### src/rtl/ica_pkg.sv
// Shared types and helpers for the ICA CORDIC sharing logic.
// Holds the arbiter state encoding and the round-robin first-set search.
package ica_pkg;

  typedef enum logic [1:0] {
    ST_IDLE  = 2'd0,
    ST_OWN   = 2'd1,
    ST_DRAIN = 2'd2
  } arb_state_t;

  localparam int CORDIC_DW = 16;
  localparam int MAX_REQ   = 4;

  // Index of the first set bit at or after ptr, wrapping within the low n bits.
  function automatic logic [1:0] rr_first(input logic [MAX_REQ-1:0] req,
                                          input logic [1:0]         ptr,
                                          input int                 n);
    logic [1:0] idx;
    logic [1:0] c;
    logic       found;
    idx   = 2'd0;
    found = 1'b0;
    for (int k = 0; k < MAX_REQ; k++) begin
      c = 2'((int'(ptr) + k) % n);
      if (k < n && !found && req[c]) begin
        found = 1'b1;
        idx   = c;
      end
    end
    return idx;
  endfunction

endpackage

### src/rtl/rr_pick.sv
// Combinational round-robin picker: rotate by ptr, priority-encode, unrotate.
// Zero latency; vld is simply any request present.
module rr_pick import ica_pkg::*; #(
  parameter int N  = 2,
  parameter int PW = 1
) (
  input  logic [N-1:0]  req,
  input  logic [PW-1:0] ptr,
  output logic          vld,
  output logic [PW-1:0] idx
);

  logic [MAX_REQ-1:0] req_ext;
  logic [1:0]         ptr_ext;
  logic [1:0]         pick;

  always_comb begin
    req_ext = MAX_REQ'(req);
    ptr_ext = 2'(ptr);
    pick    = rr_first(req_ext, ptr_ext, N);
    vld     = |req;
    idx     = PW'(pick);
  end

endmodule

### src/rtl/cordic_share_arb.sv
// Session arbiter sharing one vectoring and one rotation CORDIC; grant and issue take 1 cycle.
// No backpressure: non-owner or draining starts are dropped and flagged on err_drop.
module cordic_share_arb import ica_pkg::*; #(
  parameter int NREQ       = 2,
  parameter int DATA_WIDTH = CORDIC_DW,
  parameter int OUTST_W    = 5
) (
  input  logic                       clk,
  input  logic                       rst,
  input  logic [NREQ-1:0]            req,
  output logic [NREQ-1:0]            gnt,
  input  logic [NREQ-1:0]            vec_en,
  input  logic [NREQ*DATA_WIDTH-1:0] vec_xin,
  input  logic [NREQ*DATA_WIDTH-1:0] vec_yin,
  input  logic [NREQ-1:0]            vec_angle_calc_en,
  input  logic [NREQ-1:0]            rot_en,
  input  logic [NREQ*DATA_WIDTH-1:0] rot_xin,
  input  logic [NREQ*DATA_WIDTH-1:0] rot_yin,
  input  logic [NREQ*2-1:0]          rot_quad_in,
  output logic                       cordic_vec_en,
  output logic [DATA_WIDTH-1:0]      cordic_vec_xin,
  output logic [DATA_WIDTH-1:0]      cordic_vec_yin,
  output logic                       cordic_vec_angle_calc_en,
  input  logic                       cordic_vec_opvld,
  output logic                       cordic_rot_en,
  output logic [DATA_WIDTH-1:0]      cordic_rot_xin,
  output logic [DATA_WIDTH-1:0]      cordic_rot_yin,
  output logic [1:0]                 cordic_rot_quad_in,
  input  logic                       cordic_rot_opvld,
  output logic [NREQ-1:0]            vec_vld,
  output logic [NREQ-1:0]            rot_vld,
  output logic                       busy,
  output logic                       err_drop
);

  localparam int PTR_W = (NREQ > 1) ? $clog2(NREQ) : 1;
  localparam logic [OUTST_W-1:0] CNT_MAX = '1;

  arb_state_t         state;
  logic [PTR_W-1:0]   owner, ptr, pick_idx, owner_inc;
  logic               pick_vld;
  logic [OUTST_W-1:0] vcnt, rcnt, vcnt_nxt, rcnt_nxt;
  logic               own_st, vec_issue, rot_issue, vec_done, rot_done;
  logic               drained, drop_now;

  logic [DATA_WIDTH-1:0] vx [NREQ];
  logic [DATA_WIDTH-1:0] vy [NREQ];
  logic [DATA_WIDTH-1:0] rx [NREQ];
  logic [DATA_WIDTH-1:0] ry [NREQ];
  logic [1:0]            rq [NREQ];

  for (genvar i = 0; i < NREQ; i++) begin : g_slice
    assign vx[i] = vec_xin[i*DATA_WIDTH +: DATA_WIDTH];
    assign vy[i] = vec_yin[i*DATA_WIDTH +: DATA_WIDTH];
    assign rx[i] = rot_xin[i*DATA_WIDTH +: DATA_WIDTH];
    assign ry[i] = rot_yin[i*DATA_WIDTH +: DATA_WIDTH];
    assign rq[i] = rot_quad_in[2*i +: 2];
  end

  rr_pick #(.N(NREQ), .PW(PTR_W)) u_pick (
    .req (req),
    .ptr (ptr),
    .vld (pick_vld),
    .idx (pick_idx)
  );

  assign own_st    = (state == ST_OWN);
  assign vec_issue = own_st && vec_en[owner];
  assign rot_issue = own_st && rot_en[owner];
  // A completion with nothing outstanding is a stray result: routed, not counted.
  assign vec_done  = cordic_vec_opvld && (vcnt != '0);
  assign rot_done  = cordic_rot_opvld && (rcnt != '0);

  always_comb begin
    vcnt_nxt = vcnt;
    if (vec_issue && !vec_done && vcnt != CNT_MAX) vcnt_nxt = vcnt + OUTST_W'(1);
    else if (!vec_issue && vec_done)               vcnt_nxt = vcnt - OUTST_W'(1);
    rcnt_nxt = rcnt;
    if (rot_issue && !rot_done && rcnt != CNT_MAX) rcnt_nxt = rcnt + OUTST_W'(1);
    else if (!rot_issue && rot_done)               rcnt_nxt = rcnt - OUTST_W'(1);
  end

  assign drained   = (vcnt_nxt == '0) && (rcnt_nxt == '0);
  assign owner_inc = (owner == PTR_W'(NREQ - 1)) ? '0 : owner + PTR_W'(1);
  assign drop_now  = (own_st && |((vec_en | rot_en) & ~gnt)) ||
                     ((state == ST_DRAIN) && |(vec_en | rot_en));

  assign vec_vld = gnt & {NREQ{cordic_vec_opvld}};
  assign rot_vld = gnt & {NREQ{cordic_rot_opvld}};
  assign busy    = (state != ST_IDLE);

  always_ff @(posedge clk) begin
    if (rst) begin
      state                    <= ST_IDLE;
      owner                    <= '0;
      ptr                      <= '0;
      gnt                      <= '0;
      vcnt                     <= '0;
      rcnt                     <= '0;
      err_drop                 <= 1'b0;
      cordic_vec_en            <= 1'b0;
      cordic_vec_xin           <= '0;
      cordic_vec_yin           <= '0;
      cordic_vec_angle_calc_en <= 1'b0;
      cordic_rot_en            <= 1'b0;
      cordic_rot_xin           <= '0;
      cordic_rot_yin           <= '0;
      cordic_rot_quad_in       <= '0;
    end else begin
      vcnt                     <= vcnt_nxt;
      rcnt                     <= rcnt_nxt;
      err_drop                 <= drop_now;
      cordic_vec_en            <= vec_issue;
      cordic_rot_en            <= rot_issue;
      cordic_vec_angle_calc_en <= own_st && vec_angle_calc_en[owner];
      if (vec_issue) begin
        cordic_vec_xin <= vx[owner];
        cordic_vec_yin <= vy[owner];
      end
      if (rot_issue) begin
        cordic_rot_xin     <= rx[owner];
        cordic_rot_yin     <= ry[owner];
        cordic_rot_quad_in <= rq[owner];
      end
      case (state)
        ST_IDLE: begin
          if (pick_vld) begin
            owner <= pick_idx;
            gnt   <= NREQ'(1) << pick_idx;
            state <= ST_OWN;
          end
        end
        ST_OWN: begin
          if (!req[owner]) begin
            if (drained) begin
              state <= ST_IDLE;
              gnt   <= '0;
              ptr   <= owner_inc;
            end else begin
              state <= ST_DRAIN;
            end
          end
        end
        ST_DRAIN: begin
          // req[owner] is ignored here; a re-raise competes again once IDLE.
          if (drained) begin
            state <= ST_IDLE;
            gnt   <= '0;
            ptr   <= owner_inc;
          end
        end
        default: begin
          state <= ST_IDLE;
          gnt   <= '0;
        end
      endcase
    end
  end

endmodule

### config.mk
export PLATFORM = sky130hd
export DESIGN_NAME = cordic_share_arb
export DESIGN_NICKNAME = d
export VERILOG_FILES = /design/src/rtl/ica_pkg.sv /design/src/rtl/rr_pick.sv /design/src/rtl/cordic_share_arb.sv
export SDC_FILE = /design/constraint.sdc
export NUM_CORES = 1
export LEC_CHECK = 0
export BUFFER_PORTS_ARGS = -buffer_cell sky130_fd_sc_hd__buf_2
export CAP_MARGIN = 40
export CELL_PAD_IN_SITES_DETAIL_PLACEMENT = 0
export CELL_PAD_IN_SITES_GLOBAL_PLACEMENT = 1
export CORE_MARGIN = 4
export CORE_UTILIZATION = 32
export DETAILED_ROUTE_END_ITERATION = 10
export HOLD_SLACK_MARGIN = 0.12
export PLACE_DENSITY_LB_ADDON = 0.1
export SYNTH_ARGS = -nofsm -noshare
export SYNTH_HDL_FRONTEND = slang
export SYNTH_SLANG_ARGS = --single-unit
### constraint.sdc
create_clock -name clk -period 3.3 [get_ports clk]
set_input_delay 0.165 -clock clk [delete_from_list [all_inputs] [get_ports clk]]
set_output_delay 0.165 -clock clk [all_outputs]
set_load 0.03 [all_outputs]
==> reports/results.txt, run 1 <==
Status: complete, no violations
DRT antenna net count: 0
Most frequent cells in the layout: buf_2, nor2_1, dfxtp_1, mux2i_1, a211oi_1
Io pins: 221
Post-Syn Area: 4220 sq um
Slew HR: 52.2%
Final setup vio count: 0
Reg2reg setup slack: 290 ps
Die height: 123 um
R2r endpoint: gnt[0]$_SDFFE_PP0P_
Buffers on Ports: 220
Distinct cells, synth: 50
HP Class: primary input to flop
CTS H-Tree Depth: 3
P&R area growth vs syn: 37.8%
Inserted Diodes: 0
Clock power share: 20.8%
Max-Cap Viols: 0
Worst reg2reg startpoint: rcnt[1]$_SDFF_PP0_
Worst Path Class, Setup: flop to flop
CP Max Fanout: 7
Sw frac: 42.3%
Synth Register Bits: 86
Crit path max-delay cell type: or4b_4
Initial Utilization: 33.0%
Worst-Skew Late Latency: 330 ps
Pwr dens: 830 nW/um^2
Cell Rows: 41
Detailed Place HPWL: 9.41 mm
Drt wl/cell: 14.6 um
Worst-case hold path end point: gnt[0]$_SDFFE_PP0P_
Critical path's largest stage delay: 530 ps
Hold depth: 4
Int Pwr: 2.78 mW
Fin crit period: 3010 ps
Layout Skew: 3.27 ps
Routability cong.: 0.762
TritonCTS Sinks: 86
CTS tree: yes
Post-route fraction of the period consumed by the critical path: 91.3%
Hold wc startpoint: req[1]
Gr ovfl total: 0
First-pass GRT wire length: 18.5 mm
Core Region: 12800 sq um
Routed WL: 12.3 mm
Crit path buffers/inverters: 1
Final hold violation count: 0
VDD IR-drop max: 0.000257 V
Average via count per standard cell: 4.80
Layout Nets: 822
Synth Warn #: 0
Share of post-route cells with drive strength above 1: 37.9%
Syn avg cell area: 9.15 sq um
Startpoint types: flop
Remaining DRCs: 0
Pin count of the biggest net entering global routing: 65
F_max: 332 MHz
Iteration-0 DRC Markers: 226
GRT Resource Usage Total: 15.4%
Post-synth ARST share: 0%
Pleak: 2.55 nW
Clock buffer depth: 2
Top FF cell, synth: dfxtp_1
Die X: 123 um
Part of the power in registers: 31.1%
TritonRoute pass-1 iters: 4
R2R cell count: 10
TritonCTS Buffers: 9
Cell class contributing the biggest share of worst-path delay: compound AO/OA/AOI/OAI gates
Clock Root Buffer: clkbuf_16
Cells after Synth: 461
Slew @ Worst Pin: 716 ps
Post-synth EDFFs: 0
Most common cell after layout, fill and taps aside: buf_2
Initial antenna violation count: 0
WP data required: 3560 ps
Crit-path cells: inv_1, ha_1, or4b_4, a2111oi_4, a2bb2oi_2, xnor2_1, nor4_2, nand4_2, a2111o_1, o22ai_1
RSZ-0062 raised after global routing: false
Total negative setup slack: 0 ps
CP Capture Type: flop
Worst hold margin: 158 ps
Gate power share: 48.1%
Data arrival, critical path: 3270 ps
Via count: 4058
Fin. max-slew vios: 0
Worst-path clk slew: 60 ps
Full die area: 15100 sq um
Vias in the first global route: 3854
Seq/Total Area, Yosys: 40.8%
Net Switching: 2.04 mW
Syn Nets: 614
## worst max-delay path by stage
stage                            start                  end  slack [ps]  cells past startpoint
finish              rcnt[1]$_SDFF_PP0_  gnt[0]$_SDFFE_PP0P_         290                     10
floorplan           rcnt[0]$_SDFF_PP0_  gnt[0]$_SDFFE_PP0P_         400                     10
CTS                 rcnt[1]$_SDFF_PP0_  gnt[0]$_SDFFE_PP0P_          90                     10
detailed placement  rcnt[0]$_SDFF_PP0_  gnt[0]$_SDFFE_PP0P_          90                     10
global placement    rcnt[0]$_SDFF_PP0_  gnt[0]$_SDFFE_PP0P_         230                     10
global route        rcnt[0]$_SDFF_PP0_  gnt[1]$_SDFFE_PP0P_          40                     10
## power by group through the flow
stage / sequential, mW / clock, mW / combinational, mW
2_1_floorplan: 1.93 / 0 / 1.28
3_3_place_gp: 1.51 / 0 / 2.31
3_5_place_dp: 1.52 / 0 / 2.32
4_1_cts: 1.50 / 1.04 / 2.33
5_1_grt: 1.54 / 1.08 / 2.54
6_report: 1.50 / 1.00 / 2.32
## flip-flops by register name, summed over array words and instances (netlist names)
| name | count |
|---|---|
| cordic_rot_en | 1 |
| cordic_rot_quad_in | 2 |
| cordic_rot_xin | 16 |
| cordic_rot_yin | 16 |
| cordic_vec_angle_calc_en | 1 |
| cordic_vec_en | 1 |
| cordic_vec_xin | 16 |
| cordic_vec_yin | 16 |
| err_drop | 1 |
| gnt | 2 |
| owner | 1 |
| ptr | 1 |
| rcnt | 5 |
| state | 2 |
| vcnt | 5 |
## timing repair
item                                    in CTS  in global routing
endpoints found under the hold margin        2                  0
endpoints found under the setup margin       0                  3
gates resized for setup                      0                  2
setup buffers                                0                  0
hold buffers                                 3                  0
## logic make-up after synthesis
group                    Yosys count  synth area share [%]
buffers and inverters             46                  4.21
AO/OA/AOI/OAI                    104                  18.3
flip-flops                        86                  40.8
adder cells (fa/ha/maj)            9                  2.67
XOR/XNOR                           5                  1.04
multiplexers                      72                  17.1
AND/OR/NAND/NOR                  139                  15.9
## worst min-delay path, delay by kind of cell
kind | cells | cell delay [ps]
buffers and inverters | 1 | 110
AOI/OAI and AO/OA | 1 | 50
and+or+nand+nor | 2 | 120
## Yosys cell counts, types with 6 or more instances
library cell | number | area (sq um)
a211oi_1 | 67 | 503
and2_1 | 8 | 50.1
and3_1 | 6 | 37.5
buf_1 | 9 | 33.8
clkbuf_1 | 20 | 75.1
dfxtp_1 | 86 | 1720
ha_1 | 9 | 113
inv_1 | 12 | 45.0
mux2i_1 | 72 | 721
nand2_1 | 10 | 37.5
nor2_1 | 87 | 327
nor3_1 | 6 | 30.0
## cell type report
type	count	area, sq um
clock buffers	11	243
clock inverters	4	47.5
fillers	1273	6960
inverters	13	48.8
multi-input cells	329	2350
flip-flops and latches	86	1730
well taps	172	215
repair buffers	230	1180
## stage by stage
step,std cells,cell area [sq um],power (mW),util [%],setup WS [ps]
after detailed placement,827,5480,3.84,42.9,93.6
after global routing,845,5820,5.16,45.5,44.8
final,845,5820,4.83,45.5,288
after floorplan,461,4220,3.20,-,398
after global placement,827,5480,3.82,42.9,229
after CTS,845,5800,4.87,45.4,88.7
## layer usage
| layer | track usage, % | routed length [um] | part of all wire [%] |
|---|---|---|---|
| met1 | 18.6 | 5180 | 42 |
| met2 | 25.8 | 5920 | 48 |
| met3 | 4.42 | 1010 | 8.2 |
| met4 | 5.88 | 184 | 1.5 |
| met5 | 0 | 0 | 0 |
Power figures use the tool's default switching activity.
==> inputs of run 2 (changes only) <==
Settings changed: CORE_ASPECT_RATIO from default to 1.4, TNS_END_PERCENT from default to 1.
==> reports/results.txt, run 2 (same netlist as run 1, synthesis figures left out) <==
Iteration-0 DRC Markers: 109 (-52%)
Slew HR: 57.7% (+5.4 points)
Dpl cells: 808 (-2.3%)
Post-route fraction of the period consumed by the critical path: 92.4% (+1.2 points)
Cell Rows: 49 (+20%)
Detailed Place HPWL: 10.3 mm (+9.4%)
Filler Cells Inserted: 1341 (+5.3%)
Post-DP Area: 5450 sq um (-0.43%)
Worst-path clk slew: 60 ps (about the same)
Data arrival, critical path: 3310 ps (+40 ps)
Place WS: 48.8 ps (-44.8 ps)
Initial Utilization: 32.8% (-0.26 points)
Total negative setup slack: 0 ps (unchanged)
Pleak: 2.56 nW (+0.37%)
CTS tree: yes
Layout Skew: 3.85 ps (+0.587 ps)
Routability cong.: 0.750 (-1.5%)
Crit path buffers/inverters: 1 (unchanged)
Fin crit period: 3050 ps (+38.9 ps)
Setup bufs post-CTS: 0 (unchanged)
Clock buffer depth: 2 (unchanged)
Cell class contributing the biggest share of worst-path delay: compound AO/OA/AOI/OAI gates
Pin count of the biggest net entering global routing: 65 (unchanged)
RSZ-0062 raised after global routing: false
Most common cell after layout, fill and taps aside: buf_2
Cell Count, Final, Fillers Out: 824 (-2.5%)
Clock Root Buffer: clkbuf_16
WP data required: 3560 ps (about the same)
Via count: 4068 (+0.25%)
Vias in the first global route: 4083 (+5.9%)
CP Capture Type: flop
Critical path's largest stage delay: 530 ps (about the same)
Worst reg2reg startpoint: rcnt[0]$_SDFF_PP0_
HP Class: primary input to flop
Pwr dens: 847 nW/um^2 (+2.1%)
First-pass GRT wire length: 20.1 mm (+8.8%)
Most frequent cells in the layout: buf_2, nor2_1, dfxtp_1, mux2i_1, a211oi_1
Worst Path Class, Setup: flop to flop
GRT Resource Usage Total: 16.7% (+1.3 points)
Gr ovfl total: 0 (unchanged)
Share of post-route cells with drive strength above 1: 38.0% (+0.11 points)
Remaining DRCs: 0 (unchanged)
Routed WL: 12.8 mm (+4.0%)
Final Worst Setup Slack: 249 ps (-38.9 ps)
Startpoint types: flop
Max-Cap Viols: 0 (unchanged)
CTS H-Tree Depth: 3 (unchanged)
Drt wl/cell: 15.5 um (+6.7%)
Final setup vio count: 0 (unchanged)
TritonRoute pass-1 iters: 4 (unchanged)
Critical path startpoint: rcnt[0]$_SDFF_PP0_
Io pins: 221 (unchanged)
Layout Nets: 820 (-0.24%)
Average via count per standard cell: 4.94 (+2.8%)
Initial antenna violation count: 0 (unchanged)
Inserted Diodes: 0 (unchanged)
Die X: 105 um (-14%)
TritonCTS Sinks: 86 (unchanged)
Worst-Skew Late Latency: 330 ps (about the same)
TritonCTS Buffers: 9 (unchanged)
DRT antenna net count: 0 (unchanged)
Full die area: 15100 sq um (+0.17%)
Crit-path cells: inv_1, ha_1, or4b_4, a2111oi_4, a2bb2oi_2, xnor2_1, nor4_2, nand4_2, a2111o_1, o22ai_1
Final Instance Area: 5800 sq um (-0.19%)
Buffers on Ports: 220 (unchanged)
Die height: 144 um (+17%)
P&R area growth vs syn: 37.6%
VDD IR-drop max: 0.000329 V (+28%)
Status: complete, no violations
Hold wc startpoint: vec_angle_calc_en[1]
Worst hold margin: 132 ps (-25.6 ps)
Fin. max-slew vios: 0 (unchanged)
Slew @ Worst Pin: 630 ps (-86.4 ps)
Core Region: 12900 sq um (+0.79%)
F_max: 328 MHz (-1.3%)
Final hold violation count: 0 (unchanged)
CP Max Fanout: 7 (unchanged)
Crit path max-delay cell type: or4b_4
## run 2: repair_timing
action | in CTS | in global routing
resized for setup | 0 | 2
hold endpoints to repair | 1 | 0
setup endpoints to repair | 0 | 3
hold buffers | 1 | 0
## run 2: where the power goes
| group | switching (mW) | internal, mW |
|---|---|---|
| clock network | 0.400 | 0.701 |
| registers | 0.178 | 1.32 |
| logic | 1.46 | 0.856 |
| total | 2.04 | 2.88 |
## run 2: worst reg2reg max path, cell delays in order (launching register included)
cell,delay [ps]
dfxtp_1,350
inv_1,110
ha_1,190
or4b_4,530
a2111oi_4,420
a2bb2oi_2,100
xnor2_1,160
nor4_2,280
nand4_2,230
a2111o_1,490
o22ai_1,130
## run 2: final cells by class
cell class | instances | area [sq um] | area share [%]
multi-input combinational | 329 | 2350 | 40.5
inverter | 13 | 48.8 | 0.841
clock buffer | 12 | 256 | 4.42
sequential | 86 | 1730 | 29.7
clock inverter | 3 | 66.3 | 1.14
timing repair buffer | 228 | 1160 | 20.0
tap | 153 | 191 | 3.30
## run 2: through the flow
step	utilization (%)	total power [mW]
final	45.1	4.92
after global routing	45.1	5.28
after CTS	44.9	4.97
after detailed placement	42.4	3.85
after global placement	42.4	3.82
after floorplan	-	3.20
## run 2: final timing paths
path                                               to  slack, ps  cells after the start
hold reg to reg       cordic_vec_xin[11]$_SDFFE_PP0P_        490                      2
setup reg to reg                  gnt[0]$_SDFFE_PP0P_        250                     10
hold / removal    cordic_vec_angle_calc_en$_SDFF_PP0_        130                      3
setup / recovery                  gnt[0]$_SDFFE_PP0P_        250                     10
## run 2: metal layers
metal	vias to the layer above	GRT usage (%)	wire length (um)
met5	-	0	0
met4	0	7.19	297
met3	15	4.27	790
met2	121	31.5	6910
met1	1830	17.4	4790
li1	2102	-	-
